--- config.mk ---
export PLATFORM = sky130hd
export DESIGN_NAME = control_unit_flat
export DESIGN_NICKNAME = d
export VERILOG_FILES = /design/src/rtl/isa_pkg.sv /design/src/rtl/control_unit_if.sv /design/src/rtl/instr_decode_comb.sv /design/src/rtl/control_unit.sv /design/src/flat_wrapper.sv
export SDC_FILE = /design/constraint.sdc
export NUM_CORES = 1
export LEC_CHECK = 0
export CAP_MARGIN = 15
export CORE_UTILIZATION = 35
export CTS_BUF_LIST = sky130_fd_sc_hd__clkbuf_8
export CTS_CLUSTER_SIZE = 30
export DETAILED_ROUTE_END_ITERATION = 8
export PLACE_DENSITY = 0.77
export SLEW_MARGIN = 20
export SYNTH_ARGS = -nofsm -noshare
export SYNTH_HDL_FRONTEND = slang
export SYNTH_SLANG_ARGS = --single-unit
--- constraint.sdc ---
create_clock -name clk -period 1.15 [get_ports clk]
set_input_delay 0.23 -clock clk [delete_from_list [all_inputs] [get_ports clk]]
set_output_delay 0.23 -clock clk [all_outputs]
set_load 0.05 [all_outputs]
--- src/rtl/isa_pkg.sv ---
// Shared ISA definitions for the decode stage: instruction types, ALU op codes,
// field positions and the decoded-control bundle. CU_ILLEGAL_TRAP_EN adds the trap flag.
package isa_pkg;

    typedef enum logic [1:0] {
        TYPE_R   = 2'b00,
        TYPE_I   = 2'b01,
        TYPE_MEM = 2'b10,
        TYPE_JMP = 2'b11
    } instr_type_e;

    localparam logic [3:0] ALU_ADD    = 4'b0000;
    localparam logic [3:0] ALU_SUB    = 4'b0001;
    localparam logic [3:0] ALU_AND    = 4'b0010;
    localparam logic [3:0] ALU_OR     = 4'b0011;
    localparam logic [3:0] ALU_XOR    = 4'b0100;
    localparam logic [3:0] ALU_SLL    = 4'b0101;
    localparam logic [3:0] ALU_SRL    = 4'b0110;
    localparam logic [3:0] ALU_SRA    = 4'b0111;
    localparam logic [3:0] ALU_SLT    = 4'b1000;
    localparam logic [3:0] ALU_SLTU   = 4'b1001;
    localparam logic [3:0] ALU_MUL    = 4'b1010;
    localparam logic [3:0] ALU_PASS_B = 4'b1011;

    localparam int unsigned TYPE_MSB  = 31;
    localparam int unsigned TYPE_LSB  = 30;
    localparam int unsigned F_MSB     = 29;
    localparam int unsigned F_LSB     = 26;
    localparam int unsigned RD_MSB    = 25;
    localparam int unsigned RD_LSB    = 22;
    localparam int unsigned RS1_MSB   = 21;
    localparam int unsigned RS1_LSB   = 18;
    localparam int unsigned RS2_MSB   = 17;
    localparam int unsigned RS2_LSB   = 14;
    localparam int unsigned IMM_MSB   = 17;
    localparam int unsigned TGT_MSB   = 25;
    localparam int unsigned MEM_ST    = 29;
    localparam int unsigned MEM_R_MSB = 28;
    localparam int unsigned MEM_R_LSB = 26;

    typedef struct packed {
        logic [3:0]  op;
        logic [3:0]  reg_read_address1;
        logic [3:0]  reg_read_address2;
        logic        reg_write_enable;
        logic [3:0]  reg_write_address;
        logic        immidiate_en;
        logic [31:0] immidiate_data;
        logic        jump_en;
        logic [31:0] jump_address;
        logic        mem_load;
        logic        mem_store;
`ifdef CU_ILLEGAL_TRAP_EN
        logic        illegal_instr;
`endif
    } ctrl_t;

    function automatic logic [31:0] sign_extend18(input logic [17:0] imm);
        return {{14{imm[17]}}, imm};
    endfunction

    function automatic logic is_reserved_op(input logic [3:0] f);
        return f > ALU_PASS_B;
    endfunction

endpackage

--- src/rtl/control_unit_if.sv ---
// Fetch-to-decode bus: instruction in, registered decode outputs back.
// illegal_instr exists only when CU_ILLEGAL_TRAP_EN is defined.
interface control_unit_if;
    logic [31:0] instruction;
    logic [3:0]  op;
    logic [3:0]  reg_read_address1;
    logic [3:0]  reg_read_address2;
    logic        reg_write_enable;
    logic [3:0]  reg_write_address;
    logic        immidiate_en;
    logic [31:0] immidiate_data;
    logic        jump_en;
    logic [31:0] jump_address;
    logic        mem_load;
    logic        mem_store;
`ifdef CU_ILLEGAL_TRAP_EN
    logic        illegal_instr;
`endif

    modport master (
        output instruction,
        input  op, reg_read_address1, reg_read_address2, reg_write_enable,
               reg_write_address, immidiate_en, immidiate_data, jump_en,
               jump_address, mem_load, mem_store
`ifdef CU_ILLEGAL_TRAP_EN
        , input illegal_instr
`endif
    );

    modport slave (
        input  instruction,
        output op, reg_read_address1, reg_read_address2, reg_write_enable,
               reg_write_address, immidiate_en, immidiate_data, jump_en,
               jump_address, mem_load, mem_store
`ifdef CU_ILLEGAL_TRAP_EN
        , output illegal_instr
`endif
    );
endinterface

--- src/rtl/instr_decode_comb.sv ---
// Pure combinational instruction decode into ctrl_t.
// CU_ILLEGAL_TRAP_EN flags reserved encodings and suppresses their enables.
module instr_decode_comb
    import isa_pkg::*;
(
    input  logic [31:0] instruction,
    output ctrl_t       ctrl
);

    instr_type_e itype;
    logic [3:0]  f;
    logic [3:0]  rd;
    logic [3:0]  rs1;
    logic [3:0]  rs2;
    logic [31:0] imm;
    logic [31:0] tgt;

    assign itype = instr_type_e'(instruction[TYPE_MSB:TYPE_LSB]);
    assign f     = instruction[F_MSB:F_LSB];
    assign rd    = instruction[RD_MSB:RD_LSB];
    assign rs1   = instruction[RS1_MSB:RS1_LSB];
    assign rs2   = instruction[RS2_MSB:RS2_LSB];
    assign imm   = sign_extend18(instruction[IMM_MSB:0]);
    assign tgt   = {6'b0, instruction[TGT_MSB:0]};

`ifdef CU_ILLEGAL_TRAP_EN
    logic illegal;

    always_comb begin
        illegal = 1'b0;
        unique case (itype)
            TYPE_R, TYPE_I: illegal = is_reserved_op(f);
            TYPE_MEM:       illegal = instruction[MEM_R_MSB:MEM_R_LSB] != 3'b000;
            TYPE_JMP:       illegal = f != 4'b0000;
            default:        illegal = 1'b0;
        endcase
    end
`endif

    always_comb begin
        ctrl = '0;
        unique case (itype)
            TYPE_R: begin
                ctrl.op                = f;
                ctrl.reg_write_address = rd;
                ctrl.reg_read_address1 = rs1;
                ctrl.reg_read_address2 = rs2;
                ctrl.reg_write_enable  = 1'b1;
            end
            TYPE_I: begin
                ctrl.op                = f;
                ctrl.reg_write_address = rd;
                ctrl.reg_read_address1 = rs1;
                ctrl.immidiate_en      = 1'b1;
                ctrl.immidiate_data    = imm;
                ctrl.reg_write_enable  = 1'b1;
            end
            TYPE_MEM: begin
                // Effective address is always rs1 + imm through the ALU adder.
                ctrl.op                = ALU_ADD;
                ctrl.reg_read_address1 = rs1;
                ctrl.immidiate_en      = 1'b1;
                ctrl.immidiate_data    = imm;
                if (instruction[MEM_ST]) begin
                    ctrl.mem_store         = 1'b1;
                    ctrl.reg_read_address2 = rd;
                end else begin
                    ctrl.mem_load          = 1'b1;
                    ctrl.reg_write_enable  = 1'b1;
                    ctrl.reg_write_address = rd;
                end
            end
            TYPE_JMP: begin
                ctrl.jump_en      = 1'b1;
                ctrl.jump_address = tgt;
            end
            default: ctrl = '0;
        endcase

`ifdef CU_ILLEGAL_TRAP_EN
        ctrl.illegal_instr = illegal;
        if (illegal) begin
            ctrl.reg_write_enable = 1'b0;
            ctrl.immidiate_en     = 1'b0;
            ctrl.jump_en          = 1'b0;
            ctrl.mem_load         = 1'b0;
            ctrl.mem_store        = 1'b0;
        end
`endif
    end

endmodule

--- src/rtl/control_unit.sv ---
// Decode stage: combinational decode followed by one output register with sync active-low reset.
// CU_ILLEGAL_TRAP_EN enables the registered illegal_instr output.
module control_unit
    import isa_pkg::*;
(
    input  logic           clk,
    input  logic           rst_n,
    control_unit_if.slave  bus
);

    ctrl_t decoded;
    ctrl_t ctrl_q;

    instr_decode_comb u_decode (
        .instruction (bus.instruction),
        .ctrl        (decoded)
    );

    // Reset loads a NOP: every output field zero.
    always_ff @(posedge clk) begin
        if (!rst_n) ctrl_q <= '0;
        else        ctrl_q <= decoded;
    end

    assign bus.op                = ctrl_q.op;
    assign bus.reg_read_address1 = ctrl_q.reg_read_address1;
    assign bus.reg_read_address2 = ctrl_q.reg_read_address2;
    assign bus.reg_write_enable  = ctrl_q.reg_write_enable;
    assign bus.reg_write_address = ctrl_q.reg_write_address;
    assign bus.immidiate_en      = ctrl_q.immidiate_en;
    assign bus.immidiate_data    = ctrl_q.immidiate_data;
    assign bus.jump_en           = ctrl_q.jump_en;
    assign bus.jump_address      = ctrl_q.jump_address;
    assign bus.mem_load          = ctrl_q.mem_load;
    assign bus.mem_store         = ctrl_q.mem_store;
`ifdef CU_ILLEGAL_TRAP_EN
    assign bus.illegal_instr     = ctrl_q.illegal_instr;
`endif

endmodule

--- src/flat_wrapper.sv ---
// flat-port wrapper written by rule: the top's interface ports become plain ports
module control_unit_flat import isa_pkg::*;
  (clk, rst_n, bus_instruction, bus_op, bus_reg_read_address1, bus_reg_read_address2, bus_reg_write_enable, bus_reg_write_address, bus_immidiate_en, bus_immidiate_data, bus_jump_en, bus_jump_address, bus_mem_load, bus_mem_store);
  control_unit_if bus_i ();
  input  logic clk;
  input  logic rst_n;
  input wire logic [$bits(bus_i.instruction)-1:0] bus_instruction;
  output wire logic [$bits(bus_i.op)-1:0] bus_op;
  output wire logic [$bits(bus_i.reg_read_address1)-1:0] bus_reg_read_address1;
  output wire logic [$bits(bus_i.reg_read_address2)-1:0] bus_reg_read_address2;
  output wire logic [$bits(bus_i.reg_write_enable)-1:0] bus_reg_write_enable;
  output wire logic [$bits(bus_i.reg_write_address)-1:0] bus_reg_write_address;
  output wire logic [$bits(bus_i.immidiate_en)-1:0] bus_immidiate_en;
  output wire logic [$bits(bus_i.immidiate_data)-1:0] bus_immidiate_data;
  output wire logic [$bits(bus_i.jump_en)-1:0] bus_jump_en;
  output wire logic [$bits(bus_i.jump_address)-1:0] bus_jump_address;
  output wire logic [$bits(bus_i.mem_load)-1:0] bus_mem_load;
  output wire logic [$bits(bus_i.mem_store)-1:0] bus_mem_store;
  assign bus_i.instruction = bus_instruction;
  assign bus_op = bus_i.op;
  assign bus_reg_read_address1 = bus_i.reg_read_address1;
  assign bus_reg_read_address2 = bus_i.reg_read_address2;
  assign bus_reg_write_enable = bus_i.reg_write_enable;
  assign bus_reg_write_address = bus_i.reg_write_address;
  assign bus_immidiate_en = bus_i.immidiate_en;
  assign bus_immidiate_data = bus_i.immidiate_data;
  assign bus_jump_en = bus_i.jump_en;
  assign bus_jump_address = bus_i.jump_address;
  assign bus_mem_load = bus_i.mem_load;
  assign bus_mem_store = bus_i.mem_store;
  control_unit u_core (.clk(clk), .rst_n(rst_n), .bus(bus_i));
endmodule
==> metrics.md, run 1 <==
| Metric | Value |
|---|---|
| CP most frequent cell | `buf_12` |
| GP Congestion | `0.699` |
| Synthesized area | `2090 um^2` |
| Share of cells above drive strength 1 | `0.377` |
| DR vias | `1626` |
| Seq pwr share | `0.402` |
| Post-route minimum period | `1.26 ns` |
| Initial antenna violation count | `0` |
| Reg area | `1310 um^2` |
| Crit-path max FO | `8` |
| Status | `finished with violations` |
| First-iteration detailed-routing DRC count | `24` |
| Die ar. | `6290 um^2` |
| Number of iterations in the first detailed-routing pass | `4` |
| Top post-synthesis cells by area | `dfxtp_1 62%, and3_1 13%, buf_4 7.2%` |
| Fin. max-slew vios | `0` |
| Min-delay worst type | `in -> reg` |
| RSZ-0062 raised after global routing | `true` |
| Max_cap viols | `0` |
| Finish-stage setup viols | `15` |
| Mapped Cells | `183` |
| Post-DP HPWL | `3.89 mm` |
| Internal power | `4460 uW` |
| Worst Slack Setup Final | `-0.110 ns` |
| VDD IR-drop max | `946 uV` |
| Die H | `79.3 um` |
| Worst path bufs/invs | `2` |
| CP Class | `reg -> out` |
| N_diodes | `0` |
| Yosys cell types | `20` |
| Sw Pwr | `1550 uW` |
| Antenna viol nets, final | `0` |
| Die W | `79.3 um` |
| Clock Sinks | `65` |
| Core Util, Final | `0.765` |
| Crit path largest cell delay | `0.39 ns` |
| Register area share after synthesis | `0.622` |
| Net Sw Frac | `0.258` |
| Setup crit end kind | `primary output` |
| Worst setup SP type | `register` |
| Largest net degree at the start of global routing | `33` |
| Global-route wire length before repair | `8.16 mm` |
| Power per cell area | `1390 nW/um^2` |
| GR Util All Layers | `0.179` |
| Critical path required time | `0.92 ns` |
| Syn_area_per_cell | `11.4 um^2` |
| Root buf cell | `clkbuf_8` |
| Synth warn | `0` |
| Largest area contributor in the netlist | `dfxtp_1` |
| Yosys top cell area share | `0.622` |
| Final hold slack | `0.468 ns` |
| Crit-path slowest cell | `dfxtp_4` |
| CP startpoint | `u_core.bus.immidiate_data[17]$_SDFF_PN0_` |
| Worst path cell trace | `buf_12, buf_12` |
| Layout net count | `336` |
| Num CTS Buffers | `9` |
| Post-CTS Setup Inserts | `0` |
| Num rows | `27` |
| CTS tree | `yes` |
| Hold_sp | `bus_instruction[28]` |
| Post-detailed-route wirelength per cell | `13.7 um` |
| CP top delay family | `flip-flops` |
| H-tree levels | `3` |
| Port Buffers | `112` |
| Final hold vios | `0` |
| Final period utilization | `1.10` |
| DRC viols | `0` |
| Initial Util | `0.371` |
| WP data arrival | `1.03 ns` |
| Via/cell ratio | `4.37` |
| Filler cells | `349` |
| Footprint of the multi-input gates | `597 um^2` |
| Global route total overflow | `0` |
| Leakage Power | `0.00194 uW` |
| Setup WS pre-CTS | `-0.519 ns` |
| I/O pin cnt | `119` |
| Drt total wl | `5.10 mm` |
| Fmax achieved | `0.794 GHz` |
| Worst-path clk slew | `0.06 ns` |
| Area delta synth->final | `106%` |
| Combinational Power Share | `0.215` |
| Clk pwr share | `0.383` |
| Vias in the first global route | `1631` |
| Failing checks | `setup timing` |
| Flops & latches, synth | `65` |
| Core Box Area | `5640 um^2` |
| Max Root-Sink Buffers | `2` |
placed cells by master (no fill, tap or decap):
cell / instances
conb_1: 6
nor3b_1: 8
dlygate4sd2_1: 2
a32oi_1: 4
and3_1: 45
dfxtp_4: 1
inv_1: 7
a211oi_1: 4
ha_1: 7
and2_1: 2
nor2_1: 5
buf_12: 81
clkinvlp_4: 1
clkbuf_8: 10
buf_16: 1
nand2b_2: 1
buf_4: 9
o21ai_0: 1
buf_6: 1
a21oi_1: 1
nand2b_4: 1
nor3_2: 1
nor2_2: 1
bufinv_16: 3
clkinv_2: 1
inv_2: 1
dfxtp_1: 64
clkdlybuf4s50_1: 31
power by group through the flow:
stage                     sequential (uW)  combinational (uW)  clock, uW
after floorplan                      2730                 331          0
after global placement               2460                1270          0
after detailed placement             2460                1280          0
after CTS                            2410                1300       2350
after global routing                 2420                1340       2480
final                                2410                1290       2300
final timing paths:
path                                     endpoint  slack, ns  cells past startpoint
worst max-delay path       bus_immidiate_data[21]      -0.11                      2
worst min-delay path  u_core.bus.op[2]$_SDFF_PN0_       0.47                      2
final cells by class:
class                   count  area share
flip-flops and latches     65       0.302
clock buffers              10      0.0319
multi-input cells          87       0.138
clock inverters             6      0.0246
well taps                  72      0.0209
inverters                   7     0.00609
repair buffers            125       0.476
synth_stat cells:
library cell / instances
and2_1: 2
nor3b_1: 8
nand2b_2: 1
nor3_1: 1
clkbuf_1: 6
dfxtp_1: 65
clkbuf_2: 1
conb_1: 1
a32oi_1: 4
buf_4: 20
inv_1: 7
o21ai_0: 1
buf_6: 2
a211oi_1: 4
a21oi_1: 1
nor2_2: 1
and3_1: 45
nand2b_1: 1
nor2_1: 5
ha_1: 7
kinds of logic after synthesis:
family	synth area share
other	0.00179
buffers and inverters	0.108
and+or+nand+nor	0.191
DFF	0.622
AOI/OAI and AO/OA	0.0359
adders and majority gates	0.0418
per-layer routing:
| metal | vias up | GRT usage | wire length [um] |
|---|---|---|---|
| met5 | - | 0 | 0 |
| li1 | 816 | - | - |
| met3 | 12 | 0.0494 | 348 |
| met4 | 0 | 0.105 | 134 |
| met1 | 723 | 0.177 | 1880 |
| met2 | 75 | 0.328 | 2740 |
state kept, by name (all words and copies together), names as in the netlist:
register,cells
u_core.bus.op,4
u_core.bus.reg_write_enable,1
u_core.bus.immidiate_data,18
u_core.bus.immidiate_en,1
u_core.bus.mem_store,1
u_core.bus.reg_write_address,4
u_core.bus.jump_address,26
u_core.bus.mem_load,1
u_core.bus.reg_read_address1,4
u_core.bus.reg_read_address2,4
u_core.bus.jump_en,1
per-stage QoR:
stage	setup TNS [ns]	power, uW	instances	area, um^2
floorplan	0	3060	188	2110
global placement	-25.27	3730	355	4030
detailed placement	-26.83	3740	355	4030
CTS	-1.72	6060	372	4310
global route	-2.09	6250	372	4320
finish	-1.53	6000	372	4320
repair_timing:
action                                  in CTS  in global routing
endpoints found under the setup margin      65                 19
hold buffers                                 0                  0
gates cloned                                 1                  0
gates resized for setup                      7                  1
Note: power is estimated with default switching activity, not from simulation.
==> run 2: changes to the inputs <==
Settings changed: GPL_TIMING_DRIVEN set to 1.
==> results of run 2 <==
No change in the layout: final DEF, timing and power equal those of run 1.
==> run 3: changes to the inputs <==
Settings changed: CORE_ASPECT_RATIO set to 0.8.
==> run 3 against run 2 <==
Net effect:
- the run still ends with setup timing left
- worst setup slack better by 0.0064 ns
- critical path type unchanged
- total power down 11%
- sequential share of layout area down 0.12 points
- sequential power about the same
- non-clock buffer count up 2
- count of clock-buffer cells in the layout unchanged
==> metrics.md, run 3 (synthesis results as in run 1) <==
| Metric | Value |
|---|---|
| Leakage Power | `0.00193 uW` |
| First-iteration detailed-routing DRC count | `62` |
| Fin. max-slew vios | `0` |
| WP data arrival | `1.02 ns` |
| Share of cells above drive strength 1 | `0.414` |
| Max Root-Sink Buffers | `2` |
| Hold_sp | `bus_instruction[28]` |
| Grt met1 use | `0.221` |
| Placed instance area | `4070 um^2` |
| Initial Util | `0.373` |
| Top Usage Layer GRT | `met2` |
| Worst-path clk slew | `0.06 ns` |
| GRT met3 Usage | `0.0945` |
| Core Box Area | `5620 um^2` |
| Final instance area | `4340 um^2` |
| GP Congestion | `0.733` |
| Hold EP | `u_core.bus.op[2]$_SDFF_PN0_` |
| Most common cell after layout, fill and taps aside | `buf_12` |
| Crit-path max FO | `8` |
| Total power draw | `5350 uW` |
| Final hold slack | `0.472 ns` |
| CTS tree | `yes` |
| Filler cells | `355` |
| VDD IR-drop max | `844 uV` |
| Area delta synth->final | `107%` |
| Via/cell ratio | `4.64` |
| H-tree levels | `3` |
| Fmax achieved | `0.798 GHz` |
| Number of iterations in the first detailed-routing pass | `4` |
| Global-route wire length before repair | `9.76 mm` |
| Most frequent cells in the layout | `82 x buf_12, 64 x dfxtp_1, 45 x and3_1` |
| Clock Sinks | `65` |
| Critical path required time | `0.92 ns` |
| Layout net count | `339` |
| DRC viols | `0` |
| Root buf cell | `clkbuf_8` |
| Met2 usage | `0.379` |
| Die W | `88.5 um` |
| Num CTS Buffers | `9` |
| Post-DP HPWL | `4.47 mm` |
| I/O pin cnt | `119` |
| Min-delay worst type | `in -> reg` |
| Drt total wl | `6.13 mm` |
| DR vias | `1762` |
| Global route total overflow | `0` |
| GR Util All Layers | `0.215` |
| Vias in the first global route | `1883` |
| CP startpoint | `u_core.bus.immidiate_data[17]$_SDFF_PN0_` |
| Final period utilization | `1.09` |
| Final hold vios | `0` |
| Die ar. | `6300 um^2` |
| Core Util, Final | `0.772` |
| RSZ-0062 raised after global routing | `true` |
| Port Buffers | `112` |
| Largest net degree at the start of global routing | `25` |
| Worst setup SP type | `register` |
| Post-detailed-route wirelength per cell | `16.1 um` |
| Worst Slack Setup Final | `-0.103 ns` |
| Hold path cells | `2` |
| Status | `finished with violations` |
| Post-route minimum period | `1.25 ns` |
| Die H | `71.2 um` |
| CP Class | `reg -> out` |
| Setup crit end kind | `primary output` |
| N_diodes | `0` |
| Finish-stage setup viols | `15` |
| Max_cap viols | `0` |
| Failing checks | `setup timing` |
| Post-CTS Setup Inserts | `0` |
| Antenna viol nets, final | `0` |
| Initial antenna violation count | `0` |
| Power per cell area | `1240 nW/um^2` |
| Largest register FFs | `26` |
| Num rows | `24` |
run 3: cell count changes in the layout (fill, tap and decap cells not counted), sizes merged:
cell,change
clkinv,+1
nand2b,+1
bufinv,-3
buf,+2
inv,+1
run 3: report_power, final:
group | total (uW) | switching [uW] | internal [uW] | leakage, uW
registers | 2420 | 75.4 | 2340 | 0.000532
logic | 1350 | 696 | 653 | 0.00131
clock network | 1590 | 785 | 804 | 0.0000905
total | 5350 | 1560 | 3800 | 0.00193
run 3: critical path, stage by stage, from the launching register on:
cell and delay, ns:
dfxtp_4 0.38, buf_12 0.16, buf_12 0.14
run 3: layer usage:
metal	vias to the layer above	routed length, um	part of all wire
met2	104	3230	0.53
met4	0	120	0.020
li1	820	-	-
met1	825	2220	0.36
met3	13	559	0.091
met5	-	0	0
run 3: cell type report:
type / count / area (um^2) / area share
repair buffers: 127 / 2080 / 0.481
flip-flops and latches: 65 / 1310 / 0.301
well taps: 78 / 97.6 / 0.0225
inverters: 7 / 26.3 / 0.00606
clock inverters: 5 / 25.0 / 0.00577
clock buffers: 10 / 138 / 0.0317
multi-input cells: 88 / 661 / 0.152
run 3: through the flow:
step                std cells  TNS [ns]  worst slack, ns
floorplan                 188         0           0.0565
global placement          363    -24.51           -0.438
detailed placement        363    -27.61           -0.559
CTS                       380     -1.64           -0.118
global route              380     -2.03           -0.144
finish                    380     -1.44           -0.103
run 3: how the worst max path moves through the flow:
| stage | endpoint | depth (start not counted) |
|---|---|---|
| 3_3_place_gp | u_core.bus.reg_write_address[3]$_SDFF_PN0_ | 6 |
| 3_5_place_dp | u_core.bus.reg_write_address[3]$_SDFF_PN0_ | 6 |
| 6_report | bus_immidiate_data[29] | 2 |
| 2_1_floorplan | u_core.bus.immidiate_data[10]$_SDFF_PN0_ | 4 |
| 5_1_grt | bus_immidiate_data[29] | 2 |
| 4_1_cts | bus_immidiate_data[29] | 2 |
run 3: what timing repair did:
action / CTS / global route
gates resized for setup: 19 / 2
pin swaps: 1 / 0
hold buffers: 0 / 0
endpoints found under the setup margin: 77 / 17
cloned: 2 / 0
